`src/rtl/rob_pkg.sv`:
```
// Shared reorder-buffer definitions: sizing and the per-entry payload record.
// The issue queue and dispatch logic take their tag width from here as well.
package rob_pkg;

  localparam int DEPTH = 8;
  localparam int TAG_W = $clog2(DEPTH);

  // Payload of one ROB entry. The valid/done flags are held as separate
  // vectors because, unlike the payload, they are reset.
  typedef struct packed {
    logic        regwrite;
    logic [4:0]  dest;
    logic [31:0] value;
    logic [31:0] pc;
  } rob_entry_t;

endpackage

```
`src/rtl/reorder_buffer_if.sv`:
```
// Dispatch / writeback / retire bus of the reorder buffer.
// master = pipeline side (dispatch, execute, retire consumer), slave = ROB.
interface reorder_buffer_if
  import rob_pkg::*;
#(
  parameter int TAG_W = rob_pkg::TAG_W
) ();

  logic             flush;

  logic             alloc_valid;
  logic             alloc_regwrite;
  logic [4:0]       alloc_dest;
  logic [31:0]      alloc_pc;
  logic             alloc_ready;
  logic [TAG_W-1:0] alloc_tag;

  logic             wb_valid;
  logic [TAG_W-1:0] wb_tag;
  logic [31:0]      wb_value;

  logic             commit_valid;
  logic             commit_regwrite;
  logic [4:0]       commit_dest;
  logic [31:0]      commit_value;
  logic [31:0]      commit_pc;

  logic [TAG_W:0]   count;
  logic             full;
  logic             empty;

  modport master (
    output flush,
    output alloc_valid, alloc_regwrite, alloc_dest, alloc_pc,
    input  alloc_ready, alloc_tag,
    output wb_valid, wb_tag, wb_value,
    input  commit_valid, commit_regwrite, commit_dest, commit_value, commit_pc,
    input  count, full, empty
  );

  modport slave (
    input  flush,
    input  alloc_valid, alloc_regwrite, alloc_dest, alloc_pc,
    output alloc_ready, alloc_tag,
    input  wb_valid, wb_tag, wb_value,
    output commit_valid, commit_regwrite, commit_dest, commit_value, commit_pc,
    output count, full, empty
  );

endinterface

```
`src/rtl/reorder_buffer.sv`:
```
// Circular reorder buffer: allocates in program order, accepts out-of-order
// completions, and retires at most one completed head entry per cycle.
module reorder_buffer
  import rob_pkg::*;
#(
  parameter int DEPTH = rob_pkg::DEPTH,
  parameter int TAG_W = rob_pkg::TAG_W
) (
  input logic             clk,
  input logic             rst,
  reorder_buffer_if.slave bus
);

  localparam logic [TAG_W-1:0] PTR_ONE  = TAG_W'(1);
  localparam logic [TAG_W:0]   CNT_FULL = (TAG_W+1)'(DEPTH);

  logic [TAG_W-1:0] head;
  logic [TAG_W-1:0] tail;
  logic [TAG_W:0]   count;
  logic [DEPTH-1:0] valid;
  logic [DEPTH-1:0] done;
  rob_entry_t       entry [DEPTH];

  logic full;
  logic empty;
  logic do_alloc;
  logic do_wb;
  logic do_commit;

  // Decode this cycle's allocate / writeback / retire events from registered state.
  // NOTE: every signal gets a value on every path through an always_comb, otherwise a latch is inferred.
  always_comb begin
    full      = (count == CNT_FULL);
    empty     = (count == '0);
    do_alloc  = bus.alloc_valid && !full;
    do_wb     = bus.wb_valid && valid[bus.wb_tag] && !done[bus.wb_tag];
    do_commit = valid[head] && done[head];
  end

  assign bus.alloc_ready = !full;
  assign bus.alloc_tag   = tail;
  assign bus.count       = count;
  assign bus.full        = full;
  assign bus.empty       = empty;

  // Pointers, occupancy and per-entry valid/done flags.
  // The three events never touch the same flag: alloc is blocked when tail==head
  // with a valid head, and writebacks only land on valid, not-yet-done entries.
  // NOTE: sequential state uses non-blocking assignments so every flop samples pre-edge values.
  always_ff @(posedge clk) begin
    if (!rst) begin
      head  <= '0;
      tail  <= '0;
      count <= '0;
      valid <= '0;
      done  <= '0;
    end else if (bus.flush) begin
      head  <= '0;
      tail  <= '0;
      count <= '0;
      valid <= '0;
      done  <= '0;
    end else begin
      if (do_commit) begin
        valid[head] <= 1'b0;
        head        <= head + PTR_ONE;
      end
      if (do_alloc) begin
        valid[tail] <= 1'b1;
        done[tail]  <= 1'b0;
        tail        <= tail + PTR_ONE;
      end
      if (do_wb) begin
        done[bus.wb_tag] <= 1'b1;
      end
      case ({do_alloc, do_commit})
        2'b10:   count <= count + 1'b1;
        2'b01:   count <= count - 1'b1;
        default: count <= count;
      endcase
    end
  end

  // Entry payload storage; stale contents are harmless once the valid flag is clear.
  // NOTE: the payload array is deliberately not reset -- only the control flags need a known value.
  always_ff @(posedge clk) begin
    if (do_alloc) begin
      entry[tail].regwrite <= bus.alloc_regwrite;
      entry[tail].dest     <= bus.alloc_dest;
      entry[tail].pc       <= bus.alloc_pc;
    end
    if (do_wb) begin
      entry[bus.wb_tag].value <= bus.wb_value;
    end
  end

  // Registered retire port: one pulse per retired head entry.
  always_ff @(posedge clk) begin
    if (!rst) begin
      bus.commit_valid    <= 1'b0;
      bus.commit_regwrite <= 1'b0;
      bus.commit_dest     <= '0;
      bus.commit_value    <= '0;
      bus.commit_pc       <= '0;
    end else if (bus.flush) begin
      bus.commit_valid <= 1'b0;
    end else begin
      bus.commit_valid <= do_commit;
      if (do_commit) begin
        bus.commit_regwrite <= entry[head].regwrite;
        bus.commit_dest     <= entry[head].dest;
        bus.commit_value    <= entry[head].value;
        bus.commit_pc       <= entry[head].pc;
      end
    end
  end

endmodule

```
`src/flat_wrapper.sv`:
```
// flat-port wrapper written by rule: the top's interface ports become plain ports
module reorder_buffer_flat import rob_pkg::*;
#(
  parameter int DEPTH = rob_pkg::DEPTH,
  parameter int TAG_W = rob_pkg::TAG_W
)
  (clk, rst, bus_flush, bus_alloc_valid, bus_alloc_regwrite, bus_alloc_dest, bus_alloc_pc, bus_alloc_ready, bus_alloc_tag, bus_wb_valid, bus_wb_tag, bus_wb_value, bus_commit_valid, bus_commit_regwrite, bus_commit_dest, bus_commit_value, bus_commit_pc, bus_count, bus_full, bus_empty);
  reorder_buffer_if #(.TAG_W(TAG_W)) bus_i ();
  input logic clk;
  input logic rst;
  input wire logic [$bits(bus_i.flush)-1:0] bus_flush;
  input wire logic [$bits(bus_i.alloc_valid)-1:0] bus_alloc_valid;
  input wire logic [$bits(bus_i.alloc_regwrite)-1:0] bus_alloc_regwrite;
  input wire logic [$bits(bus_i.alloc_dest)-1:0] bus_alloc_dest;
  input wire logic [$bits(bus_i.alloc_pc)-1:0] bus_alloc_pc;
  output wire logic [$bits(bus_i.alloc_ready)-1:0] bus_alloc_ready;
  output wire logic [$bits(bus_i.alloc_tag)-1:0] bus_alloc_tag;
  input wire logic [$bits(bus_i.wb_valid)-1:0] bus_wb_valid;
  input wire logic [$bits(bus_i.wb_tag)-1:0] bus_wb_tag;
  input wire logic [$bits(bus_i.wb_value)-1:0] bus_wb_value;
  output wire logic [$bits(bus_i.commit_valid)-1:0] bus_commit_valid;
  output wire logic [$bits(bus_i.commit_regwrite)-1:0] bus_commit_regwrite;
  output wire logic [$bits(bus_i.commit_dest)-1:0] bus_commit_dest;
  output wire logic [$bits(bus_i.commit_value)-1:0] bus_commit_value;
  output wire logic [$bits(bus_i.commit_pc)-1:0] bus_commit_pc;
  output wire logic [$bits(bus_i.count)-1:0] bus_count;
  output wire logic [$bits(bus_i.full)-1:0] bus_full;
  output wire logic [$bits(bus_i.empty)-1:0] bus_empty;
  assign bus_i.flush = bus_flush;
  assign bus_i.alloc_valid = bus_alloc_valid;
  assign bus_i.alloc_regwrite = bus_alloc_regwrite;
  assign bus_i.alloc_dest = bus_alloc_dest;
  assign bus_i.alloc_pc = bus_alloc_pc;
  assign bus_alloc_ready = bus_i.alloc_ready;
  assign bus_alloc_tag = bus_i.alloc_tag;
  assign bus_i.wb_valid = bus_wb_valid;
  assign bus_i.wb_tag = bus_wb_tag;
  assign bus_i.wb_value = bus_wb_value;
  assign bus_commit_valid = bus_i.commit_valid;
  assign bus_commit_regwrite = bus_i.commit_regwrite;
  assign bus_commit_dest = bus_i.commit_dest;
  assign bus_commit_value = bus_i.commit_value;
  assign bus_commit_pc = bus_i.commit_pc;
  assign bus_count = bus_i.count;
  assign bus_full = bus_i.full;
  assign bus_empty = bus_i.empty;
  reorder_buffer #(.DEPTH(DEPTH), .TAG_W(TAG_W)) u_core (.clk(clk), .rst(rst), .bus(bus_i));
endmodule
```
`config.mk`:
```
export PLATFORM = sky130hd
export DESIGN_NAME = reorder_buffer_flat
export DESIGN_NICKNAME = d
export VERILOG_FILES = /design/src/rtl/rob_pkg.sv /design/src/rtl/reorder_buffer_if.sv /design/src/rtl/reorder_buffer.sv /design/src/flat_wrapper.sv
export SDC_FILE = /design/constraint.sdc
export NUM_CORES = 1
export LEC_CHECK = 0
export ABC_CLOCK_PERIOD_IN_PS = 6300
export CORE_ASPECT_RATIO = 1.4
export CORE_MARGIN = 2
export CORE_UTILIZATION = 35
export CTS_BUF_LIST = sky130_fd_sc_hd__clkbuf_4 sky130_fd_sc_hd__clkbuf_8 sky130_fd_sc_hd__clkbuf_16
export DETAILED_ROUTE_END_ITERATION = 8
export GPL_TIMING_DRIVEN = 0
export PLACE_DENSITY_LB_ADDON = 0.12
export SLEW_MARGIN = 0
export SYNTH_ARGS = -nofsm -noshare
export SYNTH_HDL_FRONTEND = slang
export SYNTH_SLANG_ARGS = --single-unit
```
`constraint.sdc`:
```
create_clock -name clk -period 6.3 [get_ports clk]
set_input_delay 0.63 -clock clk [delete_from_list [all_inputs] [get_ports clk]]
set_output_delay 0.63 -clock clk [all_outputs]
set_load 0.005 [all_outputs]
```
### Word-level counts from Yosys, hierarchy flattened

Memories as Yosys holds them, arrays and structs flattened. A register that Yosys moved wholly into a read port is not among the register bits.
Cells that the tools add are included.

* register bits after elaboration: 27
* RAM bits: 560
* bits of input ports: 78
* output and inout bits: 81
* word-level logic and storage cells: 69
* memories: 1

* add/sub/neg operators: 4
* magnitude comparators: 6
* equality and inequality tests: 3
* mux-type cells: 27
* bitwise gates (word level): 8
* reductions and logical operators: 14

Memories
* u_core.entry: words 8, bits a word 70, read ports 1, clocked after Yosys merged registers in 1, wr ports 2, RTL line reorder_buffer.sv:22 `rob_entry_t entry [DEPTH];`

Operators with widths (number)
* 8-bit 2-to-1 mux: 8
* 8-bit AND: 2
* 8-bit inverter: 2
* 8-bit OR: 2
* 1-bit binary-select mux with 3-bit select: 4
* 3-bit by 4-bit < comparator with 1-bit output, second input constant: 3
* 1-bit 2-to-1 mux: 11
* 1-bit demux with 3-bit select: 3
* 3-bit by 1-bit greater-or-equal comparator with 1-bit output, second input constant: 3
* 4-bit case mux with 2 select lines: 1
* 1-bit logical AND: 7
* 3-bit by 1-bit adder with 3-bit output, second input constant: 2
* 4-bit by 1-bit adder with 4-bit output, second input constant: 1
* 4-bit equality test, second input constant: 1
* 4-bit logical NOT: 1
* 4-bit by 1-bit subtractor with 4-bit output, second input constant: 1
* 1-bit logical NOT: 3
* 2-bit by 1-bit equality test with 1-bit output, second input constant: 1
* 2-bit equality test, second input constant: 1
* 1-bit inverter: 2
* 2-bit AND reduction: 1
* 2-bit nonzero test: 1
* 2-bit OR reduction: 1

### Longest topological paths before layout

Gate-level depths: netlist (run 1).

* word-level depth: 11
* gate-level depth with buffers: 12
* mapped depth without buffers: 11

### Worst setup path after synthesis (run 1)

No wires, ideal clock.

* kind: in2reg
* from: input port bus_alloc_valid
* to: register u_core.done[0]
* setup time: 0.322 ns
* arrival time: 5.191 ns
* data required time: 5.978 ns
* slack: 0.787 ns
* stages on the path: 4
* buffers on the path: 1
* path through: clkbuf_1 > nand2_1 > nor4_1 > o21ai_0

* cells in the longest elaborated chain, start to end: 6

RTL lines
* from (decl): RTL line flat_wrapper.sv:12 `input wire logic [$bits(bus_i.alloc_valid)-1:0] bus_alloc_valid;`
* 1-bit logical AND *: RTL line reorder_buffer.sv:35 `do_alloc = bus.alloc_valid && !full;`
* 8-bit 2-to-1 mux *: RTL line reorder_buffer.sv:68 `if (do_alloc) begin`
* 8-bit 2-to-1 mux *: RTL line reorder_buffer.sv:57 `end else if (bus.flush) begin`
* 8-bit 2-to-1 mux *: RTL line reorder_buffer.sv:51 `if (!rst) begin`
* 8-bit OR (no line)
* 8-bit 2-to-1 mux *: RTL line reorder_buffer.sv:73 `if (do_wb) begin`
* to (signal assigned): RTL line reorder_buffer.sv:56 `done <= '0;`
* to (signal assigned): RTL line reorder_buffer.sv:62 `done <= '0;`
* to (signal, indexed assignment): RTL line reorder_buffer.sv:74 `done[bus.wb_tag] <= 1'b1;`
* to (decl): RTL line reorder_buffer.sv:21 `logic [DEPTH-1:0] done;`

Mark *: on every way between the ends. The rest lies on a longest branch, timed or not. The select of a mux whose other input is x is not followed.
A chain may end at the register's enable or synchronous reset.

### Worst setup path after layout (run 1)

* from: register u_core.head[1]
* to: register u_core.count[2], in the netlist u_core.bus.count[2]

* cells in the longest elaborated chain, start to end: 5

RTL lines
* from (decl): RTL line reorder_buffer.sv:17 `logic [TAG_W-1:0] head;`
* from (signal assigned): RTL line reorder_buffer.sv:66 `head <= head + PTR_ONE;`
* 1-bit binary-select mux with 3-bit select: RTL line reorder_buffer.sv:37 `do_commit = valid[head] && done[head];`
* 1-bit 2-to-1 mux (implied by the code): RTL line reorder_buffer.sv:37
* 1-bit logical AND *: RTL line reorder_buffer.sv:37
* via u_core.do_commit: RTL line reorder_buffer.sv:28 `logic do_commit;`
* 2-bit by 1-bit equality test with 1-bit output / 2-bit equality test (equally long branches): RTL line reorder_buffer.sv:76 `case ({do_alloc, do_commit})`
* 4-bit case mux with 2 select lines / 2-bit nonzero test (equally long branches)
* to (signal assigned): RTL line reorder_buffer.sv:77 `2'b10: count <= count + 1'b1;`
* to (signal assigned): RTL line reorder_buffer.sv:78 `2'b01: count <= count - 1'b1;`
* to (signal assigned): RTL line reorder_buffer.sv:79 `default: count <= count;`
* to (decl): RTL line reorder_buffer.sv:19 `logic [TAG_W:0] count;`

Mark *: on every way through the listed nets, which the timed path passes. The rest lies on a longest branch. The select of a mux whose other input is x is not followed.

==> results of run 1 <==
-- registers in the layout (all words and copies together) (netlist names) --
signal and cells:
u_core.valid 8, u_core.bus.commit_pc 32, u_core.bus.commit_valid 1, u_core.done 8, u_core.bus.commit_regwrite 1, u_core.entry 560
u_core.bus.commit_dest 5, u_core.head 3, u_core.bus.count 4, u_core.bus.commit_value 32, u_core.bus.alloc_tag 3
-- final timing paths --
check	start	end	slack [ns]
setup reg to reg	u_core.head[1]	u_core.bus.count[2]	2.94
hold / removal	u_core.bus.commit_value[16]	u_core.bus.commit_value[16]	0.46
hold reg to reg	u_core.bus.commit_value[16]	u_core.bus.commit_value[16]	0.46
setup / recovery	u_core.head[1]	u_core.bus.count[2]	2.94
-- area by class of cell --
cell class	count	share of cell area, %
flip-flops and latches	657	60.8
multi-input cells	626	19.4
repair buffers	213	6.89
clock buffers	99	6.55
well taps	944	3.83
plain buffers	90	1.60
clock inverters	25	0.883
inverters	9	0.109
diodes	2	0.0162
-- stage by stage --
step                cells  area, µm²  worst slack, ns  util, %
floorplan            1382      25200            0.787        -
global placement     2482      27900            -4.32     39.1
detailed placement   2539      28600             2.68     40.0
CTS                  2663      30900             2.98     43.2
global route         2664      30900             2.75     43.2
finish               2665      30900             2.94     43.2
-- cell usage in the layout, fill, tap and decap left out, drive strengths merged, types with 3 or more instances in the layout --
cell type      instances
o21ai                  7
nand3                  5
edfxtp               560
mux4                  73
mux2i                214
nor2b                  6
buf                   92
nand2                 89
ha                     5
xor2                   5
clkdlybuf4s50        156
bufinv                 5
clkbuf               154
nor4b                  8
inv                    9
nand4                  4
o211ai                70
clkinv                20
a22oi                 71
nor2                  17
and2                  11
dfxtp                 97
nor4bb                 3
a21oi                 13
nand2b                 6
-- power breakdown --
| part | internal [mW] | leakage [nW] | switching, mW |
|---|---|---|---|
| Clock | 2.45 | 1.16 | 1.66 |
| Combinational | 0.0824 | 2.96 | 0.120 |
| Sequential | 4.74 | 5.84 | 0.00764 |
| Total | 7.27 | 9.96 | 1.79 |
-- worst register-to-register path, stage by stage, from the launching register on --
cell and delay, ns:
dfxtp_1 0.34, buf_4 0.25, mux4_2 0.64, mux2i_1 0.60, inv_1 0.15, ha_1 0.29
xor2_1 0.17, ha_1 0.19, a21oi_1 0.14, xor2_1 0.09, or3_1 0.31, a21oi_1 0.14
-- kinds of logic (layout without fill, tap and decap cells) --
logic type,after synthesis,in the layout,share of synthesized area (%)
and+or+nand+nor,157,157,2.98
muxes,287,287,15.0
other,0,2,0
AOI/OAI and AO/OA,172,172,4.99
xor gates and xnor gates,5,5,0.174
DFF,657,657,74.5
adders and majority gates,5,5,0.248
buffers and inverters,99,436,2.10
-- metal layers --
layer  up-vias  wire (µm)
met5         -         69
met4        12       1310
li1       6108          -
met3        90       3100
met2       280      34300
met1      6983      25700
==> results by group, run 1 <==
Setup path
  • Worst path bufs/invs: 2
  • Critical path endpoint category: register
  • Largest stage delay on the critical path: around 0.63 ns
  • Critical-path top delay cell: mux4_2
  • Max FO, Critical Path: 10
  • Cell Chain, Critical Path: buf_4 -> mux4_2 -> mux2i_1 -> inv_1 -> ha_1 -> xor2_1 -> ha_1 -> a21oi_1 -> xor2_1 -> or3_1 -> a21oi_1
  • Req. time, crit path: roughly 6.8 ns
  • Crit path DAT: around 3.9 ns
  • Setup CP Type: reg2reg
  • R2R depth: 11
  • CP Launch Type: register
  • Crit path max-delay family: multiplexers
  • Levels on crit path: 11

Detailed routing
  • Vias: between 10000 and 15000
  • Detail Route Antenna Nets: 0
  • WL per Instance: roughly 24 µm
  • Total wire length: approximately 64 mm
  • DR pass1 iterations: 7
  • Via density per instance: 5.06
  • 1st-iter DRT viols: around 780
  • DRC Markers: 0

Job
  • # Max-Cap Violations: 0

Synthesis
  • Count of state elements after synthesis: approximately 660
  • Yosys cell types: 45
  • Mapped Cells: roughly 1400
  • Top-area cell type share of the netlist area: between 60% and 70%
  • EDFF count, synth: 560
  • Synth Warn #: 0
  • Avg Cell Area, Syn: between 15 and 20 µm²
  • Top cells by area, synth: edfxtp_1, mux2i_1, dfxtp_1
  • Synth Flop Type: edfxtp_1
  • Register area share after synthesis: 74.5%
  • Most frequent cell after synthesis: edfxtp_1
  • Commonest cells in the synthesized netlist: edfxtp_1, mux2i_1, dfxtp_1
  • Netlist Area Pre-Place: approximately 0.025 mm²
  • Yosys top cell by area: edfxtp_1
  • Post-synthesis async set-or-reset flop share: 0%
  • Synth Net Count: between 1000 and 1500

Place
  • Post-DP HPWL: between 40 and 50 mm
  • Port Buffer Count: about 160
  • Gpl congestion: 0.733

Floorplan
  • Cell Rows: 116
  • Top Ports: about 160
  • Core area: between 0.07 and 0.08 mm²
  • Die area: 0.0741 mm²
  • Starting density of the core: 35.3%
  • Die Span X: between 200 and 250 µm
  • DIE HEIGHT: between 300 and 400 µm

Worst hold path
  • Hold Crit Depth: 2
  • Hold Path Class: reg2reg

Clock tree
  • Num CTS Buffers: 68
  • TritonCTS clock tree: done
  • Clock transition at the registers of the reported paths: 0.06 ns
  • TritonCTS Sinks: about 660
  • Clk_lat worst skew: roughly 0.60 ns
  • H-tree Lvls: 3
  • Post_cts resized: 0
  • Clock Root Buffer: clkbuf_16
  • Clock Tree Buf Depth: 3
  • Setup Buffers After CTS: 0
  • Hold buffers post-CTS: 0

Global route
  • M2 GR Usage: 32.1%
  • Total congestion overflow: 0
  • Met1 Resource Use GR: around a fifth
  • Initial antenna violation count: 9
  • Largest net degree at the start of global routing: 31
  • GRT Max-Usage Layer: met2
  • Grt met3 use: roughly 3.5%
  • Vias in the first global route: ~14000
  • First-pass GRT wire length: between 90 and 100 mm
  • Tot GR Track Use: approximately 18%

Pwr
  • Max IR drop VDD: ~190 µV
  • P per Cell Area: just under 300 mW/mm²
  • Leakage: around 10 nW
  • Total power draw: about 9.1 mW

Layout
  • Area Overhead vs Synth: 22.6%
  • Seq. cell area: 0.0188 mm²
  • Share of cells above drive strength 1: about 17%
  • Layout Nets: ~1700
  • Multi-input combinational cell area: between 0.005 and 0.006 mm²
  • Fillers: roughly 6400

Outcome
  • Status: finished, final reports clean

Timing
  • Max Transition Viols Final: 0
  • Final hold violations: 0
  • Clock skew: 0.0164 ns
  • # setup viols final: 0
  • Slew Limit Headroom: ~11%
  • Min Hold Slack: about 0.46 ns
  • Tmin final: between 3 and 4 ns
  • RSZ-0062 raised after global routing: false
  • Sum Neg Setup Slack: 0 ns
  • Period utilisation layout: ~53%
  • Worst Tran Pin Value: ~1.3 ns
  • Fmax: 297 MHz
Note: power is estimated with default switching activity, not from simulation.
==> inputs of run 2 (changes only) <==
--- a/config.mk
+++ b/config.mk
@@ -5,7 +5,7 @@
 export SDC_FILE = /design/constraint.sdc
 export NUM_CORES = 1
 export LEC_CHECK = 0
-export ABC_CLOCK_PERIOD_IN_PS = 6300
+export ABC_CLOCK_PERIOD_IN_PS = 3400
 export CORE_ASPECT_RATIO = 1.4
 export CORE_MARGIN = 2
 export CORE_UTILIZATION = 35
==> constraint.sdc (replaced) <==
create_clock -name clk -period 3.4 [get_ports clk]
set_input_delay 0.34 -clock clk [delete_from_list [all_inputs] [get_ports clk]]
set_output_delay 0.34 -clock clk [all_outputs]
set_load 0.005 [all_outputs]
==> run 2 against run 1 <==
Against the previous run: combinational power increased by 88%; worst hold slack got worse by 0.29 ns; first-iteration DRC count decreased by 13%; highest routed layer unchanged; final cell count decreased by 0.71%; die area unchanged; register-to-register slack got worse by 2.7 ns; count of clock-buffer cells in the layout decreased by 7; clock skew increased by 0.0096 ns; critical endpoint is now u_core.bus.commit_pc[15].
==> results by group, run 2 (synthesis gave the netlist of run 1 again) <==
Floorplan
  • Die area: 0.0741 mm² (unchanged)
  • DIE HEIGHT: 321 µm (unchanged)
  • Cell Rows: 116 (unchanged)
  • Starting density of the core: 35.3% (unchanged)
  • Core area: 0.0714 mm² (unchanged)
  • Top Ports: 159 (unchanged)
  • Die Span X: 231 µm (unchanged)

Setup path
  • Crit path DAT: 3.64 ns (-0.25 ns)
  • Req. time, crit path: 3.88 ns (-2.95 ns)
  • R2R Setup Slk: 0.24 ns (-2.69 ns)
  • CP Launch Type: register
  • Critical path endpoint category: register
  • Setup CP Type: reg2reg
  • Worst R2R Start: u_core.head[2]
  • Worst r2r dst: u_core.bus.commit_pc[15]
  • Max FO, Critical Path: 10 (unchanged)
  • R2R depth: 7 (-4)

Clock tree
  • Clock transition at the registers of the reported paths: 0.06 ns (about the same)
  • TritonCTS clock tree: done
  • Num CTS Buffers: 67 (-1.5%)
  • Setup Buffers After CTS: 0 (unchanged)
  • Post_cts resized: 0 (unchanged)
  • TritonCTS Sinks: 657 (unchanged)
  • H-tree Lvls: 3 (unchanged)
  • Clock Tree Buf Depth: 3 (unchanged)
  • Clock Root Buffer: clkbuf_16
  • Hold buffers post-CTS: 0 (unchanged)
  • Clk_lat worst skew: 0.61 ns (about the same)

Job
  • # Max-Cap Violations: 0 (unchanged)

Timing
  • Sum Neg Setup Slack: 0 ns (unchanged)
  • Min setup slack post-route: 0.244 ns (-2.69 ns)
  • Clock skew: 0.0261 ns (+0.00963 ns)
  • Final hold violations: 0 (unchanged)
  • Fmax: 317 MHz (+6.6%)
  • Period utilisation layout: 92.8% (+39 points)
  • Worst Tran Pin Value: 0.993 ns (-0.339 ns)
  • # setup viols final: 0 (unchanged)
  • Tmin final: 3.16 ns (-0.209 ns)
  • RSZ-0062 raised after global routing: false
  • Max Transition Viols Final: 0 (unchanged)
  • Slew Limit Headroom: 33.8% (+23 points)

Place
  • Place WS: 0.0930 ns (-2.59 ns)
  • Post-DP HPWL: 43.4 mm (-0.48%)
  • Placed cells: 2525 (-0.55%)
  • Post-DP Area: 0.0286 mm² (about the same)
  • Port Buffer Count: 156 (unchanged)
  • Gpl congestion: 0.732 (-0.12%)

Pwr
  • P per Cell Area: 545 mW/mm² (+86%)
  • Power share of the clock group: 45.5% (about the same)
  • Max IR drop VDD: 347 µV (+82%)
  • Psw: 3.28 mW (+83%)
  • Seq pwr share: 52.3% (about the same)
  • Total power draw: 16.8 mW (+86%)
  • P_int: 13.5 mW (+86%)
  • Combinational group share of total power: 2.3% (about the same)
  • Leakage: 9.90 nW (-0.52%)
  • Switch share: 19.5% (-0.27 points)

Layout
  • Top flop regs: u_core.entry x560, u_core.bus.commit_pc x32, u_core.bus.commit_value x32
  • Non-Filler Instances: 2646 (-0.71%)
  • Final Instance Area: 0.0309 mm² (about the same)
  • Layout Nets: 1733 (-0.86%)
  • Commonest non-fill, non-tap cell in the layout: edfxtp_1
  • Top reg by flops: u_core.entry
  • Commonest non-fill, non-tap cells in the layout: edfxtp_1, mux2i_1, clkdlybuf4s50_1, dfxtp_1, nand2_1
  • Max reg flops: 560 (unchanged)
  • Share of cells above drive strength 1: 16.8% (-0.46 points)
  • Area Overhead vs Synth: 22.7% (about the same)

Global route
  • Total congestion overflow: 0 (unchanged)
  • Largest net degree at the start of global routing: 27 (-13%)
  • Tot GR Track Use: 17.6% (+0.034 points)
  • First-pass GRT wire length: 94.7 mm (-0.46%)
  • Vias in the first global route: 14284 (+0.88%)
  • Initial antenna violation count: 11 (+2)

Detailed routing
  • Total wire length: 64.2 mm (-0.40%)
  • 1st-iter DRT viols: 679 (-13%)
  • WL per Instance: 24.3 µm (+0.31%)
  • Detail Route Antenna Nets: 0 (unchanged)
  • Vias: 13286 (-1.4%)
  • Via density per instance: 5.02 (-0.68%)
  • DR pass1 iterations: 5 (-2)
  • DRC Markers: 0 (unchanged)

Outcome
  • Status: finished, final reports clean

Worst hold path
  • Hold Crit Depth: 3 (+1)
  • Hold path start: bus_alloc_valid
  • Hold Path Sink: u_core.bus.alloc_tag[1]
  • Hold Path Class: in2reg
run 2: metal layers:
metal	GRT usage (%)	vias up	wire length (µm)
li1	-	6081	-
met1	19.9	6837	25100
met2	32.6	251	34400
met3	4.02	97	3180
met4	5.29	20	1310
met5	0	-	126
run 2: layout make-up:
class / instances / area (µm²)
Fill cell: 6426 / 40500
Buffer: 90 / 495
Clock inverter: 28 / 345
Timing Repair Buffer: 199 / 2100
Inverter: 9 / 33.8
Tap cell: 944 / 1180
Sequential cell: 657 / 18800
Clock buffer: 92 / 1940
Antenna cell: 1 / 2.50
Multi-Input combinational cell: 626 / 6030
run 2: worst max-delay path by stage:
| stage | to | from | depth (start not counted) |
|---|---|---|---|
| after floorplan | u_core.entry[4][32] | bus_wb_tag[1] | 2 |
| after global placement | u_core.entry[1][55] | bus_wb_tag[2] | 3 |
| after detailed placement | u_core.bus.count[2] | u_core.head[1] | 11 |
| after CTS | u_core.bus.count[2] | u_core.head[1] | 11 |
| after global routing | u_core.bus.commit_pc[9] | u_core.head[2] | 7 |
| final | u_core.bus.commit_pc[15] | u_core.head[2] | 7 |
run 2: through the flow:
stage / hold slack [ns] / utilization, %
global route: 0.232 / 43.3
CTS: 0.140 / 43.2
finish: 0.165 / 43.3
global placement: 0.448 / 39.2
detailed placement: 0.453 / 40.0
floorplan: 0.439 / -
run 2: worst max-delay path, cell delays in order (launching register included):
cell,delay [ns]
dfxtp_1,0.34
clkbuf_1,0.75
and2_1,0.23
clkbuf_1,0.55
clkbuf_1,0.59
a22oi_1,0.20
o211ai_1,0.23
mux2i_1,0.12
run 2: power by group through the flow:
stage / clock network [mW] / logic (mW) / registers [mW]
after floorplan: 0 / 0.117 / 8.97
after global placement: 0 / 0.353 / 8.97
after detailed placement: 0 / 0.385 / 8.97
after CTS: 7.84 / 0.387 / 8.80
after global routing: 8.12 / 0.412 / 8.80
final: 7.65 / 0.379 / 8.80
==> inputs of run 3 (changes only) <==
--- a/config.mk
+++ b/config.mk
@@ -5,7 +5,7 @@
 export SDC_FILE = /design/constraint.sdc
 export NUM_CORES = 1
 export LEC_CHECK = 0
-export ABC_CLOCK_PERIOD_IN_PS = 3400
+export ABC_CLOCK_PERIOD_IN_PS = 2800
 export CORE_ASPECT_RATIO = 1.4
 export CORE_MARGIN = 2
 export CORE_UTILIZATION = 35
@@ -13,7 +13,7 @@
 export DETAILED_ROUTE_END_ITERATION = 8
 export GPL_TIMING_DRIVEN = 0
 export PLACE_DENSITY_LB_ADDON = 0.12
-export SLEW_MARGIN = 0
+export SLEW_MARGIN = 20
 export SYNTH_ARGS = -nofsm -noshare
 export SYNTH_HDL_FRONTEND = slang
 export SYNTH_SLANG_ARGS = --single-unit
==> constraint.sdc (replaced) <==
create_clock -name clk -period 2.8 [get_ports clk]
set_input_delay 0.28 -clock clk [delete_from_list [all_inputs] [get_ports clk]]
set_output_delay 0.28 -clock clk [all_outputs]
set_load 0.005 [all_outputs]
==> run 3 against run 2 <==
Against the previous run: sequential cell count stayed put; power increased by 20%; highest routed layer unchanged; largest power group unchanged; worst setup slack worse by 0.22 ns.
==> results by group, run 3 (synthesis gave the netlist of run 1 again) <==
Outcome
  • Status: finished, final reports clean

Pwr
  • Leakage: 9.88 nW (-0.22%)
  • Switch share: 19.5% (-0.024 points)
  • Max IR drop VDD: 384 µV (+11%)
  • Combinational group share of total power: 2.2% (about the same)
  • P per Cell Area: 655 mW/mm² (+20%)
  • Total power draw: 20.2 mW (+20%)
  • P_int: 16.3 mW (+20%)
  • Power share of the clock group: 44.9% (-0.6 points)
  • Psw: 3.94 mW (+20%)
  • Seq pwr share: 52.9% (+0.6 points)

Layout
  • Final Instance Area: 0.0308 mm² (-0.13%)
  • Commonest non-fill, non-tap cells in the layout: edfxtp_1, mux2i_1, clkdlybuf4s50_1, dfxtp_1, nand2_1
  • Top flop regs: u_core.entry x560, u_core.bus.commit_pc x32, u_core.bus.commit_value x32
  • Share of cells above drive strength 1: 17.2% (+0.36 points)
  • Non-Filler Instances: 2645 (-0.038%)
  • Layout Nets: 1733 (unchanged)
  • Final Core Density: 43.2% (-0.058 points)
  • Commonest non-fill, non-tap cell in the layout: edfxtp_1
  • Area Overhead vs Synth: 22.5%
  • Max reg flops: 560 (unchanged)
  • Top reg by flops: u_core.entry

Timing
  • # setup viols final: 0 (unchanged)
  • Clock skew: 0.0243 ns (-0.00181 ns)
  • RSZ-0062 raised after global routing: true
  • Tmin final: 2.77 ns (-0.384 ns)
  • Worst Tran Pin Value: 1.00 ns (+0.00906 ns)
  • Min Hold Slack: 0.102 ns (-0.0627 ns)
  • Slew Limit Headroom: 33.2% (-0.60 points)
  • Final hold violations: 0 (unchanged)
  • Period utilisation layout: 99.0% (+6.2 points)
  • Max Transition Viols Final: 0 (unchanged)
  • Fmax: 361 MHz (+14%)

Global route
  • Largest net degree at the start of global routing: 40 (+48%)
  • First-pass GRT wire length: 94.7 mm (about the same)
  • Total congestion overflow: 0 (unchanged)
  • Tot GR Track Use: 17.5% (-0.028 points)
  • Vias in the first global route: 14256 (-0.20%)
  • Initial antenna violation count: 7 (-4)

Setup path
  • R2R Setup Slk: 0.03 ns (-0.22 ns)
  • Critical path endpoint category: register
  • Setup CP Type: reg2reg
  • Max FO, Critical Path: 10 (unchanged)
  • R2R depth: 11 (+4)
  • Worst R2R Start: u_core.head[1]
  • Most numerous cell on the critical path: xor2_1
  • CP Launch Type: register
  • Crit path max-delay family: multiplexers
  • Cell Chain, Critical Path: buf_8 -> mux4_2 -> mux2i_4 -> inv_1 -> ha_2 -> xor2_1 -> ha_1 -> a21oi_2 -> xor2_1 -> or3_1 -> a21oi_1
  • Critical-path top delay cell: mux4_2
  • Worst r2r dst: u_core.bus.count[2]
  • Req. time, crit path: 3.32 ns (-0.56 ns)
  • Crit path DAT: 3.29 ns (-0.35 ns)
  • Worst path bufs/invs: 2 (-1)
  • Largest stage delay on the critical path: 0.58 ns (-0.17 ns)
  • Levels on crit path: 11 (+4)

Detailed routing
  • Wire length on met3: 2.74 mm (-14%)
  • DR pass1 iterations: 5 (unchanged)
  • Vias: 13350 (+0.48%)
  • WL per Instance: 24.3 µm (about the same)
  • DRC Markers: 0 (unchanged)
  • Met2 WL: 34.4 mm (about the same)
  • Total wire length: 64.2 mm (about the same)
  • M1 wire length: 25.6 mm (+1.9%)
  • Top Layer Used: met5
  • Detail Route Antenna Nets: 0 (unchanged)
  • 1st-iter DRT viols: 911 (+34%)
  • Via density per instance: 5.05 (+0.52%)

Clock tree
  • Num CTS Buffers: 67 (unchanged)
  • Clock Tree Buf Depth: 3 (unchanged)
  • TritonCTS clock tree: done
  • TritonCTS Sinks: 657 (unchanged)
  • Clock Root Buffer: clkbuf_16
  • Clock transition at the registers of the reported paths: 0.06 ns (about the same)
  • Clk_lat worst skew: 0.60 ns (about the same)
  • Hold buffers post-CTS: 0 (unchanged)
  • H-tree Lvls: 3 (unchanged)

Floorplan
  • Core area: 0.0714 mm² (unchanged)
  • DIE HEIGHT: 321 µm (unchanged)
  • Top Ports: 159 (unchanged)
  • Die Span X: 231 µm (unchanged)
  • Die area: 0.0741 mm² (unchanged)
  • Cell Rows: 116 (unchanged)
  • Starting density of the core: 35.3% (unchanged)

Job
  • # Max-Cap Violations: 0 (unchanged)

Worst hold path
  • Hold Path Class: in2reg
  • Hold Path Sink: u_core.bus.alloc_tag[1]
  • Hold Crit Depth: 3 (unchanged)
  • Hold path start: bus_alloc_valid

Place
  • Gpl congestion: 0.734 (+0.34%)
  • Post-DP Area: 0.0285 mm² (-0.17%)
  • Port Buffer Count: 156 (unchanged)
  • Post-DP HPWL: 42.6 mm (-1.9%)
  • Placed cells: 2524 (-0.040%)
==> run 3: worst max path at each step <==
stage,endpoint,startpoint,slack [ns]
floorplan,u_core.entry[0][32],bus_wb_tag[1],-0.25
global placement,u_core.entry[0][55],bus_wb_tag[1],-3.34
detailed placement,u_core.bus.count[2],u_core.head[1],-0.55
CTS,u_core.bus.commit_regwrite,u_core.head[0],0.008
global route,u_core.bus.count[2],u_core.head[1],-0.07
finish,u_core.bus.count[2],u_core.head[1],0.03
==> run 3: metal layers <==
metal	up-vias	global-route usage, %
li1	6074	-
met1	6901	20.5
met2	273	32.2
met3	90	3.32
met4	12	5.49
met5	-	0
==> run 3: power groups by stage <==
stage,logic [mW],registers [mW],clock network (mW)
detailed placement,0.462,10.9,0
floorplan,0.147,10.9,0
CTS,0.466,10.7,9.32
global route,0.494,10.7,9.67
global placement,0.435,10.9,0
finish,0.455,10.7,9.08
==> run 3: cell type report <==
class | count | area, µm²
Fill cell | 6406 | 40600
Sequential cell | 657 | 18800
Clock inverter | 23 | 208
Clock buffer | 96 | 2040
Tap cell | 944 | 1180
Timing Repair Buffer | 202 | 2050
Antenna cell | 1 | 2.50
Buffer | 87 | 495
Multi-Input combinational cell | 626 | 6070
Inverter | 9 | 46.3
==> run 3: repair_timing <==
action / in CTS / in global routing
buffers inserted: 4 / 0
cloned: 0 / 0
hold endpoints to repair: 0 / 0
setup endpoints to repair: 83 / 31
pin swaps: 1 / 0
resized for setup: 9 / 5
==> run 3: stage by stage <==
stage	TNS [ns]	worst slack [ns]
CTS	0	0.00786
global placement	-719.70	-3.34
detailed placement	-20.97	-0.549
finish	0	0.0283
global route	-0.0933	-0.0727
floorplan	-8.95	-0.246
==> run 3: worst register-to-register path, stage by stage (launching register included) <==
cell,delay (ns)
dfxtp_1,0.38
buf_8,0.21
mux4_2,0.59
mux2i_4,0.22
inv_1,0.10
ha_2,0.22
xor2_1,0.15
ha_1,0.20
a21oi_2,0.12
xor2_1,0.08
or3_1,0.30
a21oi_1,0.13
